### config.mk
export PLATFORM = sky130hd
export DESIGN_NAME = grf_hazard_ctrl
export DESIGN_NICKNAME = d
export VERILOG_FILES = /design/src/rtl/grf_hazard_ctrl_pkg.sv /design/src/rtl/grf_hazard_ctrl_md_busy_counter.sv /design/src/rtl/grf_hazard_ctrl.sv
export SDC_FILE = /design/constraint.sdc
export NUM_CORES = 1
export LEC_CHECK = 0
export BUFFER_PORTS_ARGS = -buffer_cell sky130_fd_sc_hd__buf_4
export CAP_MARGIN = 10
export CORE_UTILIZATION = 55
export CTS_BUF_LIST = sky130_fd_sc_hd__clkbuf_4
export CTS_CLUSTER_DIAMETER = 80
export CTS_CLUSTER_SIZE = 16
export DETAILED_ROUTE_END_ITERATION = 12
export HOLD_SLACK_MARGIN = 0.1
export PLACE_DENSITY = 0.79
export SLEW_MARGIN = 0
export SYNTH_ARGS = -nofsm -noshare
export SYNTH_HDL_FRONTEND = slang
export SYNTH_SLANG_ARGS = --single-unit
### constraint.sdc
create_clock -name clk -period 2.75 [get_ports clk]
set_input_delay 0.55 -clock clk [delete_from_list [all_inputs] [get_ports clk]]
set_output_delay 0.55 -clock clk [all_outputs]
set_load 0.02 [all_outputs]
### src/rtl/grf_hazard_ctrl_pkg.sv
`default_nettype none
// grf_hazard_ctrl_pkg -- shared encodings and pipeline stage-entry type for the GRF hazard controller.
// Rev 1.0
package grf_hazard_ctrl_pkg;

   localparam logic [1:0] TUSE_NONE = 2'd3;

   localparam logic [1:0] TNEW_LINK = 2'd0;
   localparam logic [1:0] TNEW_ALU  = 2'd1;
   localparam logic [1:0] TNEW_LOAD = 2'd2;

   localparam logic [1:0] FWD_D_GRF = 2'd0;
   localparam logic [1:0] FWD_D_E   = 2'd1;
   localparam logic [1:0] FWD_D_M   = 2'd2;

   localparam logic [1:0] FWD_E_PIPE = 2'd0;
   localparam logic [1:0] FWD_E_M    = 2'd1;
   localparam logic [1:0] FWD_E_W    = 2'd2;

   localparam int MD_CNT_W = 4;
   localparam logic [MD_CNT_W-1:0] MULT_CYCLES = 4'd5;
   localparam logic [MD_CNT_W-1:0] DIV_CYCLES  = 4'd10;

   typedef struct packed {
      logic       valid;
      logic [4:0] dst;
      logic [1:0] tnew;
      logic [4:0] rs;
      logic [4:0] rt;
      logic       md_start;
      logic       md_div;
   } stage_t;

   // $0 is hard-wired, so a write to it never produces a forwardable value.
   function automatic logic producer_match(input logic valid, input logic [4:0] dst,
                                           input logic [4:0] addr);
      return valid && (dst != 5'd0) && (dst == addr);
   endfunction

endpackage
`default_nettype wire

### src/rtl/grf_hazard_ctrl_md_busy_counter.sv
`default_nettype none
// md_busy_counter -- HI/LO unit countdown, loaded when a mult/div sits in E.
// Rev 1.0
module md_busy_counter
   import grf_hazard_ctrl_pkg::*;
(
   input  logic                clk,
   input  logic                reset,
   input  logic                i_start,
   input  logic                i_div,
   output logic [MD_CNT_W-1:0] o_count
);

   localparam logic [MD_CNT_W-1:0] C_ONE = 1;

   logic [MD_CNT_W-1:0] r_count;

   always_ff @(posedge clk) begin
      if (reset) begin
         r_count <= '0;
      end else if (i_start) begin
         r_count <= i_div ? DIV_CYCLES : MULT_CYCLES;
      end else if (r_count != '0) begin
         r_count <= r_count - C_ONE;
      end
   end

   assign o_count = r_count;

endmodule
`default_nettype wire

### src/rtl/grf_hazard_ctrl.sv
`default_nettype none
// grf_hazard_ctrl -- Tuse/Tnew stall and forwarding control for the 5-stage GRF pipeline.
// Rev 1.0
module grf_hazard_ctrl
   import grf_hazard_ctrl_pkg::*;
(
   input  logic       clk,
   input  logic       reset,
   input  logic       d_valid,
   input  logic [4:0] d_rs,
   input  logic [4:0] d_rt,
   input  logic [1:0] d_tuse_rs,
   input  logic [1:0] d_tuse_rt,
   input  logic [4:0] d_dst,
   input  logic [1:0] d_tnew,
   input  logic       d_md_start,
   input  logic       d_md_div,
   input  logic       d_md_use,
   output logic       stall,
   output logic [1:0] fwd_d_rs,
   output logic [1:0] fwd_d_rt,
   output logic [1:0] fwd_e_rs,
   output logic [1:0] fwd_e_rt,
   output logic       md_busy
);

   stage_t r_e;
   stage_t r_m;
   stage_t r_w;
   stage_t w_e_next;

   logic [MD_CNT_W-1:0] w_md_count;
   logic w_e_md_start;
   logic w_e_hit_rs, w_e_hit_rt, w_m_hit_rs, w_m_hit_rt;
   logic w_m_hit_ers, w_m_hit_ert, w_w_hit_ers, w_w_hit_ert;
   logic w_rs_haz, w_rt_haz;
   logic w_unused_fields;

   assign w_e_md_start = r_e.valid & r_e.md_start;

   md_busy_counter u_md_busy_counter (
      .clk     (clk),
      .reset   (reset),
      .i_start (w_e_md_start),
      .i_div   (r_e.md_div),
      .o_count (w_md_count)
   );

   // A mult/div in E counts as busy before the counter has been loaded.
   assign md_busy = (w_md_count != '0) | w_e_md_start;

   assign w_e_hit_rs  = producer_match(r_e.valid, r_e.dst, d_rs);
   assign w_e_hit_rt  = producer_match(r_e.valid, r_e.dst, d_rt);
   assign w_m_hit_rs  = producer_match(r_m.valid, r_m.dst, d_rs);
   assign w_m_hit_rt  = producer_match(r_m.valid, r_m.dst, d_rt);
   assign w_m_hit_ers = producer_match(r_m.valid, r_m.dst, r_e.rs);
   assign w_m_hit_ert = producer_match(r_m.valid, r_m.dst, r_e.rt);
   assign w_w_hit_ers = producer_match(r_w.valid, r_w.dst, r_e.rs);
   assign w_w_hit_ert = producer_match(r_w.valid, r_w.dst, r_e.rt);

   function automatic logic [1:0] fwd_sel(input logic en,
                                          input logic young_ok, input logic [1:0] young_code,
                                          input logic old_ok,   input logic [1:0] old_code);
      if (!en)           return 2'd0;
      else if (young_ok) return young_code;
      else if (old_ok)   return old_code;
      else               return 2'd0;
   endfunction

   always_comb begin
      w_rs_haz = (d_tuse_rs != TUSE_NONE) &&
                 ((w_e_hit_rs && (d_tuse_rs < r_e.tnew)) ||
                  (w_m_hit_rs && (d_tuse_rs < r_m.tnew)));
      w_rt_haz = (d_tuse_rt != TUSE_NONE) &&
                 ((w_e_hit_rt && (d_tuse_rt < r_e.tnew)) ||
                  (w_m_hit_rt && (d_tuse_rt < r_m.tnew)));
      stall    = d_valid && (w_rs_haz || w_rt_haz || (d_md_use && md_busy));

      fwd_d_rs = fwd_sel(d_valid,
                         w_e_hit_rs && (r_e.tnew == TNEW_LINK), FWD_D_E,
                         w_m_hit_rs && (r_m.tnew == TNEW_LINK), FWD_D_M);
      fwd_d_rt = fwd_sel(d_valid,
                         w_e_hit_rt && (r_e.tnew == TNEW_LINK), FWD_D_E,
                         w_m_hit_rt && (r_m.tnew == TNEW_LINK), FWD_D_M);
      fwd_e_rs = fwd_sel(r_e.valid,
                         w_m_hit_ers && (r_m.tnew == TNEW_LINK), FWD_E_M,
                         w_w_hit_ers, FWD_E_W);
      fwd_e_rt = fwd_sel(r_e.valid,
                         w_m_hit_ert && (r_m.tnew == TNEW_LINK), FWD_E_M,
                         w_w_hit_ert, FWD_E_W);
   end

   always_comb begin
      w_e_next = '0;
      if (d_valid && !stall) begin
         w_e_next.valid    = 1'b1;
         w_e_next.dst      = d_dst;
         w_e_next.tnew     = d_tnew;
         w_e_next.rs       = d_rs;
         w_e_next.rt       = d_rt;
         w_e_next.md_start = d_md_start;
         w_e_next.md_div   = d_md_div;
      end
   end

   always_ff @(posedge clk) begin
      if (reset) begin
         r_e <= '0;
         r_m <= '0;
         r_w <= '0;
      end else begin
         r_e      <= w_e_next;
         r_m      <= r_e;
         r_m.tnew <= (r_e.tnew != TNEW_LINK) ? (r_e.tnew - 2'd1) : TNEW_LINK;
         r_w      <= r_m;
         r_w.tnew <= TNEW_LINK;
      end
   end

   // Later stages carry the full entry for debug visibility; these fields drive nothing.
   assign w_unused_fields = ^{r_m.rs, r_m.rt, r_m.md_start, r_m.md_div,
                              r_w.rs, r_w.rt, r_w.tnew, r_w.md_start, r_w.md_div};

endmodule
`default_nettype wire

==> results of run 1 <==
-- layout by cell type, fill, tap and decap left out, types with 2 or more instances in the layout --
cell type	n
inv_1	5
ha_1	7
nand2b_1	3
nor2b_1	14
and2_1	3
nand2_1	5
buf_6	2
o22a_1	2
xor2_1	19
a21oi_1	5
nor2_1	9
nor3b_2	19
xnor2_1	24
or4_4	3
nor4_1	6
dfxtp_2	6
buf_4	42
dfxtp_1	32
or4_1	3
clkbuf_4	6
nor3_1	3
nand3_1	7
-- final cells by class --
cell class                      instances  area [um^2]
Clock buffer                            6         45.0
Timing Repair Buffer                   44          338
Sequential cell                        38          768
Multi-Input combinational cell        152         1270
Tap cell                               46         57.6
Fill cell                             271          962
Inverter                                5         18.8
Clock inverter                          2         8.76
-- repair_timing --
item / 4_1_cts / 5_1_grt
gates resized for setup: 7 / 10
setup endpoints to repair: 4 / 4
pin swaps: 4 / 2
cloned: 0 / 0
-- per-layer routing --
layer,share of wire,track usage,vias up
met5,0,0,-
met4,0.024,0.116,0
met3,0.050,0.0634,10
met2,0.47,0.386,46
met1,0.45,0.280,760
li1,-,-,791
-- registers in the layout, indices dropped and copies added (netlist names) --
signal / cells
r_e: 20
u_md_busy_counter.o_count: 4
r_m: 8
r_w: 6
-- synth_stat cells --
cell type and number:
nor4b_1 1, nor4_1 6, nor3b_1 1, ha_1 7, o211ai_1 1, a22oi_1 1, or4bb_1 1, nor2_1 10
nor3_1 4, o41a_1 1, and4_1 1, buf_2 6, inv_1 5, mux2i_1 1, a21oi_1 5, nand3_1 7
a2111oi_0 1, or4_1 4, xnor2_1 24, nor2b_1 14, nor3b_2 19, nand4b_1 1, or4_4 2, buf_6 2
a32oi_1 1, or4b_2 2, o22a_1 2, nand2_1 5, o2111ai_2 1, clkbuf_1 4, and2_1 3, or3_1 1
o21ai_0 2, and3_1 1, xor2_1 19, nand2b_1 3, dfxtp_1 38
-- worst max-delay path by stage --
stage,to,startpoint,depth (start not counted)
final,stall,r_m[18],7
after global routing,stall,r_m[18],7
after CTS,stall,r_m[15],6
after detailed placement,stall,d_tuse_rt[1],7
after global placement,stall,d_tuse_rt[1],7
after floorplan,fwd_d_rs[1],r_m[14],4
-- critical path, stage by stage, from the launching register on --
cell and delay (ps):
dfxtp_2 350, buf_4 160, xnor2_1 130, nand3_1 120
or4b_4 560, a22oi_2 180, o41a_1 180, buf_4 140
-- metrics by stage --
| step | TNS (ps) | power, mW | cells | setup slack [ps] | hold slack, ps |
|---|---|---|---|---|---|
| 2_1_floorplan | 0 | 1.03 | 207 | 51.1 | 445 |
| 3_3_place_gp | 0 | 1.18 | 285 | 78.2 | 490 |
| 3_5_place_dp | 0 | 1.19 | 285 | 28.5 | 489 |
| 4_1_cts | -9.08 | 1.48 | 293 | -9.08 | 424 |
| 5_1_grt | -179 | 1.58 | 293 | -120 | 428 |
| 6_report | 0 | 1.47 | 293 | 38.0 | 434 |
-- logic make-up after synthesis --
kind of cell	Yosys count	synth area share
AO/OA/AOI/OAI	15	0.0537
buffers and inverters	17	0.0416
multiplexers	1	0.00483
XOR/XNOR	43	0.182
AND/OR/NAND/NOR	86	0.309
flip-flops	38	0.367
adder cells (fa/ha/maj)	7	0.0422
-- power by group --
part / internal (mW) / total [mW] / switching (mW)
Combinational: 0.263 / 0.520 / 0.257
Clock: 0.106 / 0.280 / 0.174
Sequential: 0.615 / 0.674 / 0.0586
Total: 0.984 / 1.47 / 0.490
==> impl_results.md, run 1 <==
* Outcome: complete, no violations
* CTS buffer count at 5
* Die area at 0.00402 mm^2
* Reg-to-reg endpoint: r_e[18]
* Tmin final at 2710 ps
* IO buf count at 36
* CP endpoint kind: output pin
* Worst Hold Depth at 2
* Hold Path End: r_e[13]
* Post-route antenna net violation count at 0
* Clk_skew at 8.66 ps
* DRC violations left at 0
* Pin count of the biggest net entering global routing at 21
* Initial antenna violation count at 0
* Clk Latency, worst-skew pair at 350 ps
* CP arrival at 2160 ps
* Max-cap violations at 0
* First-pass GRT wire length at 7070 um
* Total GRT Usage at 0.235
* Core ar. at 0.00347 mm^2
* Clock buffer depth at 2
* Root buffer cell: clkbuf_4
* Total congestion overflow at 0
* 1st-iter DRT viols at 43
* Post-Syn Area at 0.00207 mm^2
* GPL Wtd Cong at 0.815
* Utilization after layout at 0.723
* Post-synth net total at 241
* Share of cells above drive strength 1 at 0.352
* Avg Vias per Cell at 5.48
* Maximum VDD drop at 0.433 mV
* Synth-to-Final Area Change at 20.8%
* DR WL/cell at 14.9 um
* Total iterations of the first detailed-routing run at 4
* Register bit total from synthesis at 38
* Slew HR at 0.730
* R2r startpoint: r_e[17]
* Cell variety after synth at 37
* Synth area leaders: dfxtp_1 (37%), nor3b_2 (11%), xnor2_1 (10%), xor2_1 (8.0%), ha_1 (4.2%)
* Mean post-synth cell area at 10.0 um^2
* I/O Pins at 37
* Startpoint of the worst hold path: d_tnew[1]
* Initial core utilization at 0.598
* RSZ-0062 raised after global routing: true
* WP data required at 2200 ps
* Worst setup SP type: flop
* Reg2Reg Setup Slack at 480 ps
* Worst-Margin Slew at 401 ps
* Synth warnings at 0
* Final setup viols at 0
* Fin crit share at 0.986
* Nets at 280
* Routed WL at 4380 um
* FMAX at 0.369 GHz
* Sequential-to-total area share from yosys stat at 0.367
* Post-DP HPWL at 3280 um
* Slew Limit Fails at 0
* # hold bufs at CTS at 0
* Syn Inst Count at 207
* H-tree lvl count at 2
* Worst min path class: primary input to flop
* Worst R2R Path Depth at 5
* CTS tree: done
* Post-CTS setup buffers at 0
* CTS Sinks at 38
* Non-Filler Cell Area, Final at 0.00251 mm^2
* Final Hold Vio Count at 0
* Vias in the first global route at 1551
* Leading area contributor after synthesis: dfxtp_1
* Leak at 1.04 nW
* Worst-path clk slew at 110 ps
* Die H at 63.4 um
* Critical path peak fanout at 5
* Power Dens Cells at 588 mW/mm^2
* WS Path Type: flop to output pin
* Share of the synthesized area in the top cell type at 0.367
* Placed cell area at 0.00240 mm^2
* Die Wd at 63.4 um
* Rows at 21
* Antenna Cells at 0
* Via Count at 1607
No activity file was read; power rests on OpenSTA's default activity.
==> inputs of run 2 (changes only) <==
- PLACE_DENSITY: 0.79 -> default
- PLACE_DENSITY_LB_ADDON: default -> 0.1
==> impl_results.md, run 2 (synthesis results as in run 1) <==
* Slew HR at 0.678
* CTS buffer count at 5
* Max-cap violations at 0
* Critical path peak fanout at 3
* Tmin final at 2720 ps
* Rows at 21
* Total iterations of the first detailed-routing run at 4
* Nets at 280
* WS Path Type: flop to output pin
* WP data required at 2200 ps
* CP delay by family, top: simple AND/OR/NAND/NOR gates
* Leak at 1.07 nW
* Die area at 0.00402 mm^2
* Avg Vias per Cell at 5.61
* Slew Limit Fails at 0
* Outcome: complete, no violations
* Maximum VDD drop at 0.329 mV
* Min Hold Slack at 443 ps
* DRC violations left at 0
* CTS Sinks at 38
* FMAX at 0.368 GHz
* IO buf count at 36
* Layout Cells excl Fill at 293
* Synth-to-Final Area Change at 25.1%
* Most flop-heavy register: r_e
* DR WL/cell at 16.1 um
* Dpl ws at 19.8 ps
* Clk_skew at 15.9 ps
* Total Power at 1.59 mW
* Core ar. at 0.00347 mm^2
* Die H at 63.4 um
* First-pass GRT wire length at 8010 um
* Worst setup SP type: flop
* CP endpoint kind: output pin
* Crit-path slowest cell: or4_4
* I/O Pins at 37
* GPL Wtd Cong at 0.902
* Placed insts at 285
* Routed WL at 4710 um
* Top Registers: r_e x20, r_m x8, r_w x6
* Final Hold Vio Count at 0
* CP arrival at 2170 ps
* 1st-iter DRT viols at 66
* Reg2Reg Setup Slack at 410 ps
* Share of cells above drive strength 1 at 0.393
* # hold bufs at CTS at 0
* Setup TNS at 0 ps
* Final setup viols at 0
* Die Wd at 63.4 um
* Total GRT Usage at 0.258
* Worst Path Buf+Inv at 1
* Most common cell after layout, fill and taps aside: buf_4
* CTS tree: done
* Most frequent cells in the layout: buf_4 (43), dfxtp_1 (31), xnor2_1 (22), nor3b_2 (20), xor2_1 (19)
* Power Dens Cells at 612 mW/mm^2
* Vias in the first global route at 1745
* Total congestion overflow at 0
* Initial core utilization at 0.598
* Fin crit share at 0.987
* Initial antenna violation count at 0
* Worst-path clk slew at 120 ps
* Worst min path class: primary input to flop
* Worst-Margin Slew at 478 ps
* Via Count at 1643
* Pin count of the biggest net entering global routing at 21
* Root buffer cell: clkbuf_4
* Clk Latency, worst-skew pair at 340 ps
* Max reg flops at 20
* Clock buffer depth at 2
* Antenna Cells at 0
* Critical Path, Cell by Cell: or4_4, o21ai_4, or4b_4, a22oi_2, o41a_1, buf_6
* RSZ-0062 raised after global routing: true
* Post-DP HPWL at 3490 um
* Post-CTS setup buffers at 0
* Min setup slack post-route at 34.6 ps
* H-tree lvl count at 2
* Crit-path max cell delay at 560 ps
* Post-route antenna net violation count at 0
run 2: cell types whose count changed in the layout (fill, tap and decap cells not counted), moves of 2 or more:
cell / before / now
nor4_2: 0 / 2
nor2_2: 0 / 2
xnor2_2: 0 / 2
xnor2_1: 24 / 22
nor4_1: 6 / 4
run 2: stage by stage:
step / utilization / area (um^2)
floorplan: - / 2080
global placement: 0.692 / 2400
detailed placement: 0.692 / 2400
CTS: 0.723 / 2510
global route: 0.748 / 2590
finish: 0.748 / 2590
run 2: cell type report:
| cell class | instances | area, um^2 |
|---|---|---|
| sequential | 38 | 772 |
| fill | 273 | 873 |
| clock buffer | 5 | 37.5 |
| inverter | 5 | 18.8 |
| tap | 46 | 57.6 |
| multi-input combinational | 152 | 1340 |
| timing repair buffer | 44 | 334 |
| clock inverter | 3 | 40.0 |
run 2: where the power goes:
group | leakage [nW] | switching (mW) | internal (mW) | total, mW
clock | 0.0450 | 0.176 | 0.188 | 0.365
combinational | 0.713 | 0.274 | 0.273 | 0.548
sequential | 0.314 | 0.0604 | 0.615 | 0.675
run 2: worst register-to-register path: stages, from the launching register on:
cell,delay (ps)
dfxtp_4,380
or4_4,560
o2111ai_4,230
nor4_2,90
or4_4,730
nor3b_2,270
run 2: final timing paths:
check,startpoint,to,cells after the start
setup / recovery,r_m[17],stall,6
hold / removal,d_dst[2],r_e[16],2
setup reg to reg,r_e[17],r_e[2],5
hold reg to reg,r_e[18],r_m[18],1
run 2: layer usage:
| metal | vias up | GRT usage | part of all wire |
|---|---|---|---|
| met1 | 805 | 0.296 | 0.41 |
| li1 | 787 | - | - |
| met4 | 0 | 0.108 | 0.0089 |
| met2 | 47 | 0.451 | 0.54 |
| met3 | 4 | 0.0634 | 0.041 |
| met5 | - | 0 | 0 |
run 2: repair_timing:
item / 4_1_cts / 5_1_grt
pin swaps: 3 / 6
gates resized for setup: 8 / 19
endpoints found under the hold margin: 0 / 0
endpoints found under the setup margin: 4 / 6
